==> src/rtl/icache.sv <==
// Direct-mapped, one-word-per-block instruction cache between the datapath imem port
// and the memory controller. Hits are combinational; misses refill through a two-state FSM.
module icache #(
    parameter int unsigned NSETS = 16
) (
    input  logic        CLK,
    input  logic        nRST,
    input  logic        imemREN,
    input  logic [31:0] imemaddr,
    output logic        ihit,
    output logic [31:0] imemload,
    output logic        iREN,
    output logic [31:0] iaddr,
    input  logic        iwait,
    input  logic [31:0] iload,
    input  logic        flush,
    output logic [31:0] hit_count,
    output logic [31:0] miss_count
);
    localparam int unsigned IDXW = $clog2(NSETS);
    localparam int unsigned TAGW = 30 - IDXW;

    typedef enum logic {IDLE, FETCH} state_t;

    state_t           state, next_state;
    logic [NSETS-1:0] valid;
    logic [TAGW-1:0]  tags  [NSETS];
    logic [31:0]      words [NSETS];
    logic [31:0]      lat_addr;

    logic [IDXW-1:0]  idx, lat_idx;
    logic [TAGW-1:0]  tag, lat_tag;
    logic             hit, start_miss, fill;

    assign idx     = imemaddr[2+IDXW-1:2];
    assign tag     = imemaddr[31:2+IDXW];
    assign lat_idx = lat_addr[2+IDXW-1:2];
    assign lat_tag = lat_addr[31:2+IDXW];

    // A flush cycle never hits and never starts a miss.
    always_comb begin
        hit        = imemREN && (state == IDLE) && !flush && valid[idx] && (tags[idx] == tag);
        start_miss = imemREN && (state == IDLE) && !flush && !hit;
        fill       = (state == FETCH) && !iwait;
    end

    always_ff @(posedge CLK or negedge nRST) begin
        if (!nRST) begin
            state <= IDLE;
        end else begin
            state <= next_state;
        end
    end

    always_comb begin
        next_state = state;
        case (state)
            IDLE:    if (start_miss) next_state = FETCH;
            FETCH:   if (!iwait)     next_state = IDLE;
            default: next_state = IDLE;
        endcase
    end

    always_comb begin
        ihit     = hit;
        imemload = hit ? words[idx] : '0;
        iREN     = (state == FETCH);
        iaddr    = (state == FETCH) ? lat_addr : '0;
    end

    // Fill is applied after the flush clear so the frame being refilled survives.
    always_ff @(posedge CLK or negedge nRST) begin
        if (!nRST) begin
            valid      <= '0;
            lat_addr   <= '0;
            hit_count  <= '0;
            miss_count <= '0;
        end else begin
            if (flush) valid <= '0;
            if (fill)  valid[lat_idx] <= 1'b1;
            if (start_miss) begin
                lat_addr   <= {imemaddr[31:2], 2'b00};
                miss_count <= miss_count + 32'd1;
            end
            if (hit) hit_count <= hit_count + 32'd1;
        end
    end

    always_ff @(posedge CLK) begin
        if (fill) begin
            tags[lat_idx]  <= lat_tag;
            words[lat_idx] <= iload;
        end
    end

endmodule

==> config.mk <==
export PLATFORM = sky130hd
export DESIGN_NAME = icache
export DESIGN_NICKNAME = d
export VERILOG_FILES = /design/src/rtl/icache.sv
export SDC_FILE = /design/constraint.sdc
export NUM_CORES = 1
export LEC_CHECK = 0
export BUFFER_PORTS_ARGS = -buffer_cell sky130_fd_sc_hd__buf_2
export CAP_MARGIN = 20
export CORE_MARGIN = 1.5
export CORE_UTILIZATION = 23
export CTS_CLUSTER_SIZE = 40
export DETAILED_ROUTE_END_ITERATION = 8
export PLACE_DENSITY = 0.39
export RECOVER_POWER = 25
export SYNTH_ARGS = -nofsm -noshare
export SYNTH_HDL_FRONTEND = slang
export SYNTH_SLANG_ARGS = --single-unit
==> constraint.sdc <==
create_clock -name CLK -period 6.3 [get_ports CLK]
set_input_delay 0.945 -clock CLK [delete_from_list [all_inputs] [get_ports CLK]]
set_output_delay 0.945 -clock CLK [all_outputs]
set_load 0.005 [all_outputs]
**Word-level counts from Yosys, hierarchy flattened**

Memories as Yosys holds them, arrays and structs flattened.
Cells that the tools add are included.

- Bits in registers: 111
- Memory bits (writable): 928
- Bits of input ports: 69
- Output and inout port bits: 130
- Logic and storage cells: 38
- Memories: 2

Memories:

| memory | depth | width | read ports | clocked after Yosys merged registers in | wr ports | line | source |
|---|---|---|---|---|---|---|---|
| words | 16 | 32 | 1 | 0 | 1 | 28 | `logic [31:0] words [NSETS];` |
| tags | 16 | 26 | 1 | 0 | 1 | 27 | `logic [TAGW-1:0] tags [NSETS];` |

- Add/subtract/negate cells: 2
- Order comparisons: 3
- Eq/ne operators: 1
- Multiplexer cells: 13
- Bitwise gates (word level): 2
- Reduce and logical (&&, ||, !) cells: 10

Operators by type and width:

| operator | count |
|---|---|
| adder 32 x 1 -> 32 bit, second input constant | 2 |
| two-way mux 32 bit | 2 |
| two-way mux 16 bit | 2 |
| equality test 26 bit | 1 |
| bitwise OR 16 bit | 1 |
| < comparator 4 x 5 -> 1 bit, second input constant | 2 |
| logical AND 1 bit | 7 |
| two-way mux 1 bit | 6 |
| binary-select mux 1 bit (select 4 bit) | 1 |
| demux 1 bit (select 4 bit) | 1 |
| >= comparator 4 x 1 -> 1 bit, second input constant | 1 |
| logical NOT 1 bit | 3 |
| one-hot mux 1 bit (2 select lines) | 1 |
| inverter 1 bit | 1 |

**Logic depth before layout (Yosys ltp)**

Gate-level depths: netlist of the first run.

- Depth in word-level cells: 9
- Depth in mapped cells: 14
- Gate-level depth less buffers: 9

**Worst setup path before layout of the first run**

No wires, ideal clock.

- Path type: input -> register
- From: in iwait
- To: mem tags[1][0] in the netlist's numbering (enable)
- Setup time: 0.548 ns
- Arrival time: 5.185 ns
- Required time: 5.752 ns
- Setup slack: 0.568 ns
- Stages: 3
- Buffers on the path: 0
- Path through: nor2b_1 nand2_1 nor3_1

- Word-level cells in the longest chain between the ends: 4

Ends and longest elaborated chain:

| what | line | source |
|---|---|---|
| start: declaration | 14 | `input logic iwait,` |
| logical NOT 1 bit | - |  |
| logical AND 1 bit | 44 | `fill = (state == FETCH) && !iwait;` |
| two-way mux 1 bit | 90 | `if (fill) begin` |
| two-way mux 1 bit (implied by the code) | 91 | `tags[lat_idx] <= lat_tag;` |
| end: declaration | 27 |  |

No other way between the ends.

**Worst setup path in the final report of the first run**

- From: in imemaddr[3]
- To: out ihit

- Word-level cells in the longest chain between the ends: 4
- Elaborated cells on any way between the ends: 6
- Classes of those cells: eq/ne: 1; mux: 2; reduce/logical: 2; memory: 1

Ends and longest elaborated chain:

| what | line | source |
|---|---|---|
| start: declaration | 9 | `input logic [31:0] imemaddr,` |
| branches (longest 3 deep; another with memory (16 x 26 bit)) | - |  |
| logical AND 1 bit * | 42 | `hit = imemREN && (state == IDLE) && !flush && valid[idx] && (tags[idx] == tag);` |
| end: declaration | 10 | `output logic ihit,` |

Every way passes the cells marked *. The select of a mux whose other input is x is not followed.

==> results.yml, run 1 <==
placed_design:
  dp_slack_ns: 0.521
  io_buffers: 194
  place.gp.congestion: 0.713
  place_hpwl_um: 64900
timing:
  slew_viol_final: 70
  setup_tns_ns: 0
  period_share: 0.897
  fin_worst_skew_ns: 0.0439
  worst_slack_ns: 0.651
  max_freq_mhz: 177
  max_slew_margin: -1.56
  hold_viol: 0
  min_period_ns: 5.65
  rsz0062_at_grt: "no"
  setup_viol: 0
  worst_slew_pin_slew_ns: 3.84
detailed_routing:
  first_pass_iters: 5
  via_per_inst: 4.25
  ant_nets: 0
  drt-total-wl_um: 116000
  drc: 0
  vias: 19800
  wire_per_inst_um: 25.0
  drt_iter0_drc: 1230
worst_setup_path:
  crit_type: "in2out"
  cpMaxStageDelayCell: "buf_8"
  slowest_delay_ns: 0.49
  cp-end-kind: "output port"
  crit_chain: "buf_8 -> buf_4 -> mux4_2 -> mux4_2 -> xnor2_1 -> nand4_1 -> nor4_4 -> buf_4 -> nand3_4 -> buf_12 -> buf_4 -> inv_1 -> buf_2"
  cp.buffers_inverters: 7
  critPathTopFamily: "buffers and inverters"
  cp.arrival_ns: 4.70
  startpoint_type: "primary input"
  cp_common_cell: "buf_4"
  cp.required_ns: 5.35
  crit_fanout: 62
yosys:
  ys.flop_type: "edfxtp_1"
  synth-edff-count: 928
  synth_area_leader_cell: "edfxtp_1"
  netlist_area_sq_mm: 0.0408
  synth_cell_types: 52
  yosysWarnings: 0
  yosys-top-cells-area: "edfxtp_1, mux4_2, dfrtp_1"
  avgSynthCellArea_sq_um: 21.3
  async_reset_ff_frac: 0.107
  ys_seq_area_frac: 0.751
  synth-seq-cells: 1039
  synthCells: 1912
  synth_top_area_frac: 0.683
clock_tree:
  cts_resized: 0
  holdBufCountCts: 0
  clockRootBuffer: "clkbuf_16"
  cts_num_sinks: 1039
  cts_buffer_depth: 3
  tritoncts: "yes"
  clock_latency_ns: 0.74
  htree_levels: 3
  cts_made_buffers: 115
  cts_setup_buffers: 0
  clk_pin_slew_worst_paths_ns: 0.05
power_and_ir_drop:
  total_power_mw: 15.8
  peakVddDrop_v: 0.000206
  power_density_mw_per_mm2: 322
  p_leak_nw: 16.3
finish:
  fin_util: 0.279
  fin_nets: 2280
  syn_to_final_growth_pct: 20.3
  layout-drive-gt1-share: 0.325
  layout_common_cells: "edfxtp_1, mux4_2, buf_2, clkbuf_16, dfrtp_1"
  final_common_cell: "edfxtp_1"
die:
  core_sq_mm: 0.176
  start_util: 0.232
  io_pins: 199
  die_w_um: 424
  die_h_um: 424
  num_rows: 154
  die_area_sq_mm: 0.180
outcome:
  violations: "capacitance limit, slew limit"
  status: "finished, violations left"
run:
  maxCapViolCount: 1
global_route:
  grt_pass1_wl_um: 165000
  grt_pass1_vias: 21500
  grt_max_degree: 70
  gr-total-overflow: 0
  grt_use_total: 0.129
  antenna_found_initial: 14
min_path:
  hp-class: "reg2reg"
==> layout make-up <==
type | instances | area, sq um
fillers | 17500 | 127000
flip-flops and latches | 1039 | 30600
multi-input cells | 762 | 9760
clock buffers | 150 | 3170
well taps | 2340 | 2930
repair buffers | 272 | 1780
clock inverters | 69 | 712
inverters | 19 | 73.8
diodes | 2 | 5.00
==> sequential cells by signal, summed over array words and instances, names as in the netlist <==
signal      flops
words         512
tags          416
hit_count      32
miss_count     32
lat_addr       30
valid          16
iREN            1
==> power by group <==
group          switching, mW  internal (mW)
registers              0.224           7.83
logic                  0.548          0.388
clock network           2.79           4.04
total                   3.56           12.3
==> final timing paths <==
check | from | cells past startpoint | slack [ns] | endpoint
setup / recovery | imemaddr[3] | 13 | 0.65 | ihit
hold / removal | miss_count[31]$_DFFE_PN0P_ | 1 | 0.47 | miss_count[31]$_DFFE_PN0P_
setup reg to reg | tags[14][17]$_DFFE_PP_ | 11 | 2.43 | hit_count[14]$_DFFE_PN0P_
hold reg to reg | miss_count[31]$_DFFE_PN0P_ | 1 | 0.47 | miss_count[31]$_DFFE_PN0P_
max in group asynchronous | nRST | 1 | 2.30 | iREN$_DFF_PN0_
min in group asynchronous | nRST | 1 | 1.57 | lat_addr[5]$_DFFE_PN0P_
==> worst register-to-register path, cell delays in order, from the launching register on <==
cell	delay (ns)
edfxtp_1	0.36
mux4_2	0.47
mux4_2	0.49
xnor2_1	0.17
buf_4	0.18
nand4_1	0.21
nor4b_4	0.58
nand3_4	0.17
buf_12	0.23
buf_4	0.30
nor4_1	0.38
xor2_1	0.21
==> cell families (layout without fill, tap and decap cells) <==
family / after synthesis / in the layout / synth area share
AO/OA/AOI/OAI: 54 / 54 / 0.00982
XOR/XNOR: 102 / 102 / 0.0219
adder cells (fa/ha/maj): 2 / 2 / 0.000613
buffers and inverters: 112 / 510 / 0.0124
flip-flops: 1039 / 1039 / 0.751
multiplexers: 356 / 356 / 0.168
other: 1 / 4 / 0.0000919
AND/OR/NAND/NOR: 246 / 246 / 0.0355
==> synthesized netlist by cell type, drive strengths merged (2+ instances only) <==
| master | instances |
|---|---|
| and2 | 33 |
| nor3b | 2 |
| mux4 | 260 |
| nand3 | 31 |
| clkbuf | 40 |
| mux2i | 51 |
| o21ai | 5 |
| nor4 | 15 |
| mux2 | 45 |
| o211ai | 2 |
| dfrtp | 111 |
| inv | 16 |
| xnor2 | 64 |
| o22ai | 7 |
| a31oi | 4 |
| ha | 2 |
| edfxtp | 928 |
| a32oi | 2 |
| nand2b | 5 |
| nand2 | 37 |
| and3 | 11 |
| clkinv | 3 |
| nor2 | 31 |
| xor2 | 38 |
| buf | 53 |
| nand4 | 21 |
| a22oi | 2 |
| a211oi | 3 |
| and4 | 6 |
| a21o | 16 |
| nor3 | 16 |
| a221oi | 5 |
| nor2b | 36 |
==> layer usage <==
metal | up-vias | track usage | part of all wire
met4 | 10 | 0.0358 | 0.022
met1 | 10800 | 0.162 | 0.42
li1 | 8446 | - | -
met5 | - | 0 | 0.00052
met3 | 159 | 0.0210 | 0.036
met2 | 378 | 0.227 | 0.52
==> through the flow <==
step | std cells | instance area [sq um] | hold WS [ns]
after floorplan | 1913 | 40800 | 0.444
after global placement | 4427 | 45100 | 0.457
after detailed placement | 4432 | 45200 | 0.459
after CTS | 4651 | 49100 | 0.192
after global routing | 4652 | 49100 | 0.450
final | 4653 | 49100 | 0.467
No activity file was read; power rests on OpenSTA's default activity.
==> run 2, diff against run 1 <==
- CORE_ASPECT_RATIO: unset -> 0.75
==> run 2 against run 1 <==
Against the previous run: the run still ends with capacitance limit, slew limit left; clock power up 2%; final area down 0.22%; hold slack worse by 0.023 ns; critical path depth down 1; via count up 1.0%; sequential cell count unchanged; total power up 0.76%; count of clock-buffer cells in the layout down 6; largest power group unchanged; highest routed layer unchanged.
==> results.yml, run 2 (same netlist as run 1, synthesis figures left out) <==
clock_tree:
  cts_setup_buffers: 0
  clock_latency_ns: 0.72
  cts_resized: 0
  cts_made_buffers: 115
  holdBufCountCts: 0
  clockRootBuffer: "clkbuf_16"
  clk_pin_slew_worst_paths_ns: 0.06
  tritoncts: "yes"
  cts_buffer_depth: 3
  htree_levels: 3
  cts_num_sinks: 1039
detailed_routing:
  drc: 0
  drt-total-wl_um: 113000
  wire_per_inst_um: 24.2
  via_per_inst: 4.28
  drt_iter0_drc: 1350
  first_pass_iters: 5
  ant_nets: 0
  vias: 20000
placed_design:
  io_buffers: 194
  place_area_sq_mm: 0.0450
  place.gp.congestion: 0.720
  dp.cells: 4441
  place_hpwl_um: 62500
worst_setup_path:
  crit_chain: "buf_8 -> buf_12 -> mux4_2 -> mux2i_1 -> xor2_1 -> nand4_1 -> a22o_1 -> nor4_4 -> nand3_4 -> buf_12 -> nor2b_1 -> buf_2"
  cp.arrival_ns: 4.60
  startpoint_type: "primary input"
  slowest_delay_ns: 0.54
  r2r_slack_ns: 2.34
  crit_type: "in2out"
  cp-end-kind: "output port"
  crit_fanout: 37
  r2r-end: "lat_addr[31]$_DFFE_PN0P_"
  timing.rr.start: "tags[11][7]$_DFFE_PP_"
  cpMaxStageDelayCell: "mux4_2"
  cp.required_ns: 5.35
  cp_common_cell: "buf_12"
  reg2reg_depth: 10
power_and_ir_drop:
  power_density_mw_per_mm2: 325
  p_leak_nw: 16.3
  peakVddDrop_v: 0.000211
timing:
  fin_hold_ws_ns: 0.444
  min_period_ns: 5.54
  hold_viol: 0
  setup_viol: 0
  rsz0062_at_grt: "no"
  max_slew_margin: -1.18
  slew_viol_final: 50
  max_freq_mhz: 180
  setup_tns_ns: 0
  period_share: 0.880
  worst_slew_pin_slew_ns: 3.26
  fin_worst_skew_ns: 0.0403
finish:
  final_area_sq_mm: 0.0490
  syn_to_final_growth_pct: 20.0
  fillers: 17500
  largest_register: "words"
  reg_top3: "words (512), tags (416)"
  stdcell_count: 4669
  largest_reg_flops: 512
  layout_common_cells: "edfxtp_1, mux4_2, buf_2, clkbuf_16, dfrtp_1"
  layout-drive-gt1-share: 0.322
  final_common_cell: "edfxtp_1"
  fin_nets: 2268
die:
  die_h_um: 368
  die_area_sq_mm: 0.180
  core_sq_mm: 0.176
  io_pins: 199
  num_rows: 133
  die_w_um: 489
  start_util: 0.232
global_route:
  antenna_found_initial: 21
  grt_use_total: 0.125
  gr-total-overflow: 0
  grt_max_degree: 70
  grt_pass1_vias: 21300
  grt_pass1_wl_um: 160000
outcome:
  violations: "capacitance limit, slew limit"
  status: "finished, violations left"
run:
  maxCapViolCount: 1
min_path:
  hp-class: "in2async"
==> run 2: worst max path at each step <==
stage | from | to | slack (ns) | cells after the start
finish | imemaddr[2] | imemload[26] | 0.76 | 12
floorplan | iwait | tags[1][0]$_DFFE_PP_ | 0.57 | 3
CTS | imemaddr[2] | imemload[5] | 0.70 | 12
global placement | imemaddr[3] | imemload[26] | 0.67 | 10
global route | imemaddr[2] | imemload[4] | 0.43 | 12
detailed placement | imemaddr[3] | imemload[5] | 0.70 | 10
==> run 2: critical path: cells and delay by family <==
family | cells | cell delay, ns
AOI/OAI and AO/OA | 1 | 0.34
buffers and inverters | 4 | 1.11
muxes | 2 | 0.73
and+or+nand+nor | 4 | 1.14
xor gates and xnor gates | 1 | 0.22
==> run 2: layout make-up <==
cell class / instances / area, sq um / area share
sequential: 1039 / 30600 / 0.626
multi-input combinational: 762 / 9760 / 0.199
clock buffer: 144 / 3080 / 0.0629
tap: 2362 / 2960 / 0.0604
timing repair buffer: 260 / 1560 / 0.0319
clock inverter: 74 / 871 / 0.0178
inverter: 19 / 73.8 / 0.00151
antenna: 9 / 22.5 / 0.000460
==> run 2: report_power, final <==
part           switching, mW  internal [mW]  total [mW]
clock                   2.79           4.16        6.95
combinational          0.554          0.377       0.931
sequential             0.226           7.83        8.05
total                   3.57           12.4        15.9
==> run 2: routing by layer <==
metal,GRT usage,part of all wire
met1,0.169,0.45
met4,0.0380,0.026
met2,0.202,0.48
met3,0.0237,0.041
met5,0,0.00036
==> run 2: metrics by stage <==
step	worst slack, ns	utilization	power [mW]
2_1_floorplan	0.568	-	8.65
3_3_place_gp	0.675	0.256	9.13
3_5_place_dp	0.702	0.256	9.17
4_1_cts	0.703	0.279	16.2
5_1_grt	0.428	0.279	16.5
6_report	0.759	0.279	15.9
==> run 3, diff against run 2 <==
- ABC_AREA: unset -> 1
- CTS_BUF_LIST: unset -> sky130_fd_sc_hd__clkbuf_2 sky130_fd_sc_hd__clkbuf_4 sky130_fd_sc_hd__clkbuf_8
==> run 3 against run 2 <==
Against the previous run: routed wire length grew 30%; critical path depth up 5; cell count increased by 48%; first-iteration DRC count grew 63%; non-clock buffer count increased by 16; register-to-register slack better by 0.75 ns; sequential share of layout area is 3.5 points lower; combinational power up 16%; hold slack lost 0.13 ns; highest routed layer unchanged; largest cell class unchanged; clock skew is 0.016 ns higher; via count grew 51%; the flow still finishes with violations (capacitance limit, slew limit).
==> results.yml, run 3 <==
power_and_ir_drop:
  peakVddDrop_v: 0.000187
  p_int_mw: 11.4
  seq_power_share: 0.520
  p_leak_nw: 19.9
  p_clk_frac: 0.410
  power_frac_comb: 0.070
  power_density_mw_per_mm2: 296
  p_sw_frac: 0.257
  p_sw_mw: 3.95
clock_tree:
  tritoncts: "yes"
  clockRootBuffer: "clkbuf_8"
  clk_pin_slew_worst_paths_ns: 0.05
  cts_buffer_depth: 3
  cts_resized: 0
  cts_num_sinks: 1039
  clock_latency_ns: 0.92
  htree_levels: 4
  cts_made_buffers: 189
finish:
  final_common_cell: "nand2_1"
  fillers: 19900
  layout-drive-gt1-share: 0.135
  reg_top3: "words (512), tags (416)"
  stdcell_count: 6912
  largest_reg_flops: 512
  layout_common_cells: "nand2_1, edfxtp_1, nand3_1, inv_1, a21oi_1"
  largest_register: "words"
  fin_nets: 4307
  syn_to_final_growth_pct: 17.7
timing:
  slew_viol_final: 43
  fin_worst_skew_ns: 0.0566
  rsz0062_at_grt: "no"
  max_slew_margin: -0.703
  setup_tns_ns: 0
  worst_slew_pin_slew_ns: 2.55
  hold_viol: 0
  setup_viol: 0
  max_freq_mhz: 183
  period_share: 0.868
  min_period_ns: 5.47
placed_design:
  io_buffers: 194
  dp.cells: 6563
  place_hpwl_um: 77100
  place.gp.congestion: 0.816
yosys:
  synth-seq-cells: 1039
  synthCells: 3997
  avgSynthCellArea_sq_um: 11.0
  ys_seq_area_frac: 0.695
  async_reset_ff_frac: 0.107
  synth_most_common_cell: "nand2_1"
  ys.flop_type: "edfxtp_1"
  synth-edff-count: 928
  netlist_area_sq_mm: 0.0441
  yosysWarnings: 0
  synth_area_leader_cell: "edfxtp_1"
  synth_cell_types: 45
  yosys-top-cells-area: "edfxtp_1, nand2_1, dfrtp_1"
  synth_top_area_frac: 0.632
  synthTopCellsByCount: "nand2_1, edfxtp_1, nand3_1"
die:
  num_rows: 138
  die_h_um: 382
  start_util: 0.233
  die_area_sq_mm: 0.194
  io_pins: 199
  core_sq_mm: 0.190
  die_w_um: 509
worst_setup_path:
  crit_fanout: 61
  cp_common_cell: "nand2_1"
  cpMaxStageDelayCell: "buf_4"
  crit_chain: "buf_8 -> buf_4 -> nand2_1 -> nand3_1 -> nand3_1 -> nand3_1 -> nand2_1 -> nand2_1 -> nand2_1 -> nor2_1 -> nand2_1 -> nor2_1 -> nand2_1 -> nor2_4 -> buf_12 -> nor3b_1 -> buf_2"
  cp-end-kind: "output port"
  startpoint_type: "primary input"
  cp.arrival_ns: 4.52
  cp.required_ns: 5.35
  crit_type: "in2out"
  slowest_delay_ns: 0.60
detailed_routing:
  drt-total-wl_um: 147000
  vias: 30200
  via_per_inst: 4.37
  first_pass_iters: 5
  drc: 0
  drt_iter0_drc: 2196
  wire_per_inst_um: 21.3
  ant_nets: 0
global_route:
  grt_max_degree: 134
  gr-total-overflow: 0
  grt_pass1_vias: 29500
  antenna_found_initial: 14
  grt_pass1_wl_um: 213000
  grt_use_total: 0.149
outcome:
  violations: "capacitance limit, slew limit"
  status: "finished, violations left"
run:
  maxCapViolCount: 1
min_path:
  hp-class: "in2reg"
[run 3: worst max-delay path: cells and delay by family]
| family | cells | cell delay (ns) |
|---|---|---|
| AND/OR/NAND/NOR | 13 | 1.95 |
| buffers and inverters | 4 | 1.48 |
[run 3: per-layer routing]
metal  track usage  vias up  share of wire
met3        0.0238      241          0.038
met2         0.240      604           0.47
met5             0        -        0.00015
met4        0.0381        4          0.020
li1              -    14400              -
met1         0.207    15000           0.47
[run 3: path summary, 6_finish.rpt]
kind / slack (ns) / from / endpoint / cells after the start
max: 0.83 / imemaddr[2] / imemload[27] / 17
min: 0.31 / imemaddr[26] / lat_addr[26]$_DFFE_PN0P_ / 3
max reg2reg: 3.09 / iREN$_DFF_PN0_ / words[13][11]$_DFFE_PP_ / 6
min reg2reg: 0.49 / hit_count[31]$_DFFE_PN0P_ / hit_count[31]$_DFFE_PN0P_ / 2
max in group asynchronous: 3.15 / nRST / miss_count[17]$_DFFE_PN0P_ / 4
min in group asynchronous: 1.39 / nRST / hit_count[19]$_DFFE_PN0P_ / 2
[run 3: per-stage QoR]
stage | hold WS [ns] | util | worst slack (ns) | instance area [sq um] | power [mW]
final | 0.312 | 0.274 | 0.833 | 51900 | 15.4
after global placement | 0.467 | 0.254 | 0.757 | 48200 | 9.24
after CTS | 0.215 | 0.274 | 0.752 | 51900 | 15.6
after global routing | 0.266 | 0.274 | 0.552 | 51900 | 16.0
after detailed placement | 0.479 | 0.254 | 0.770 | 48200 | 9.24
after floorplan | 0.464 | - | 2.10 | 44100 | 8.67
[run 3: layout make-up]
type,instances,area [sq um],area share
sequential,1039,30600,0.591
inverter,267,1030,0.0199
timing repair buffer,276,1850,0.0356
clock buffer,275,3300,0.0637
tap,2520,3150,0.0608
clock inverter,68,344,0.00663
antenna,4,10.0,0.000193
multi-input combinational,2463,11600,0.223
[run 3: cells by family (layout without fill, tap and decap cells)]
logic type	count (synthesis)	count (layout)	share of synthesized area
DFF	1039	1039	0.695
other	1	6	0.0000851
AOI/OAI and AO/OA	441	441	0.0621
adders and majority gates	2	2	0.000568
xor gates and xnor gates	35	35	0.00695
and+or+nand+nor	1983	1983	0.189
buffers and inverters	496	886	0.0458
[run 3: power by group through the flow]
stage | sequential [mW] | clock (mW) | combinational [mW]
after global routing | 8.03 | 6.79 | 1.20
after CTS | 8.01 | 6.50 | 1.10
after detailed placement | 8.15 | 0 | 1.10
after floorplan | 8.05 | 0 | 0.620
final | 8.00 | 6.30 | 1.08
after global placement | 8.14 | 0 | 1.10
[run 3: timing repair]
item                      in CTS  in global routing
hold buffers                   1                  0
buffers inserted               0                  0
hold endpoints to repair      41                  0
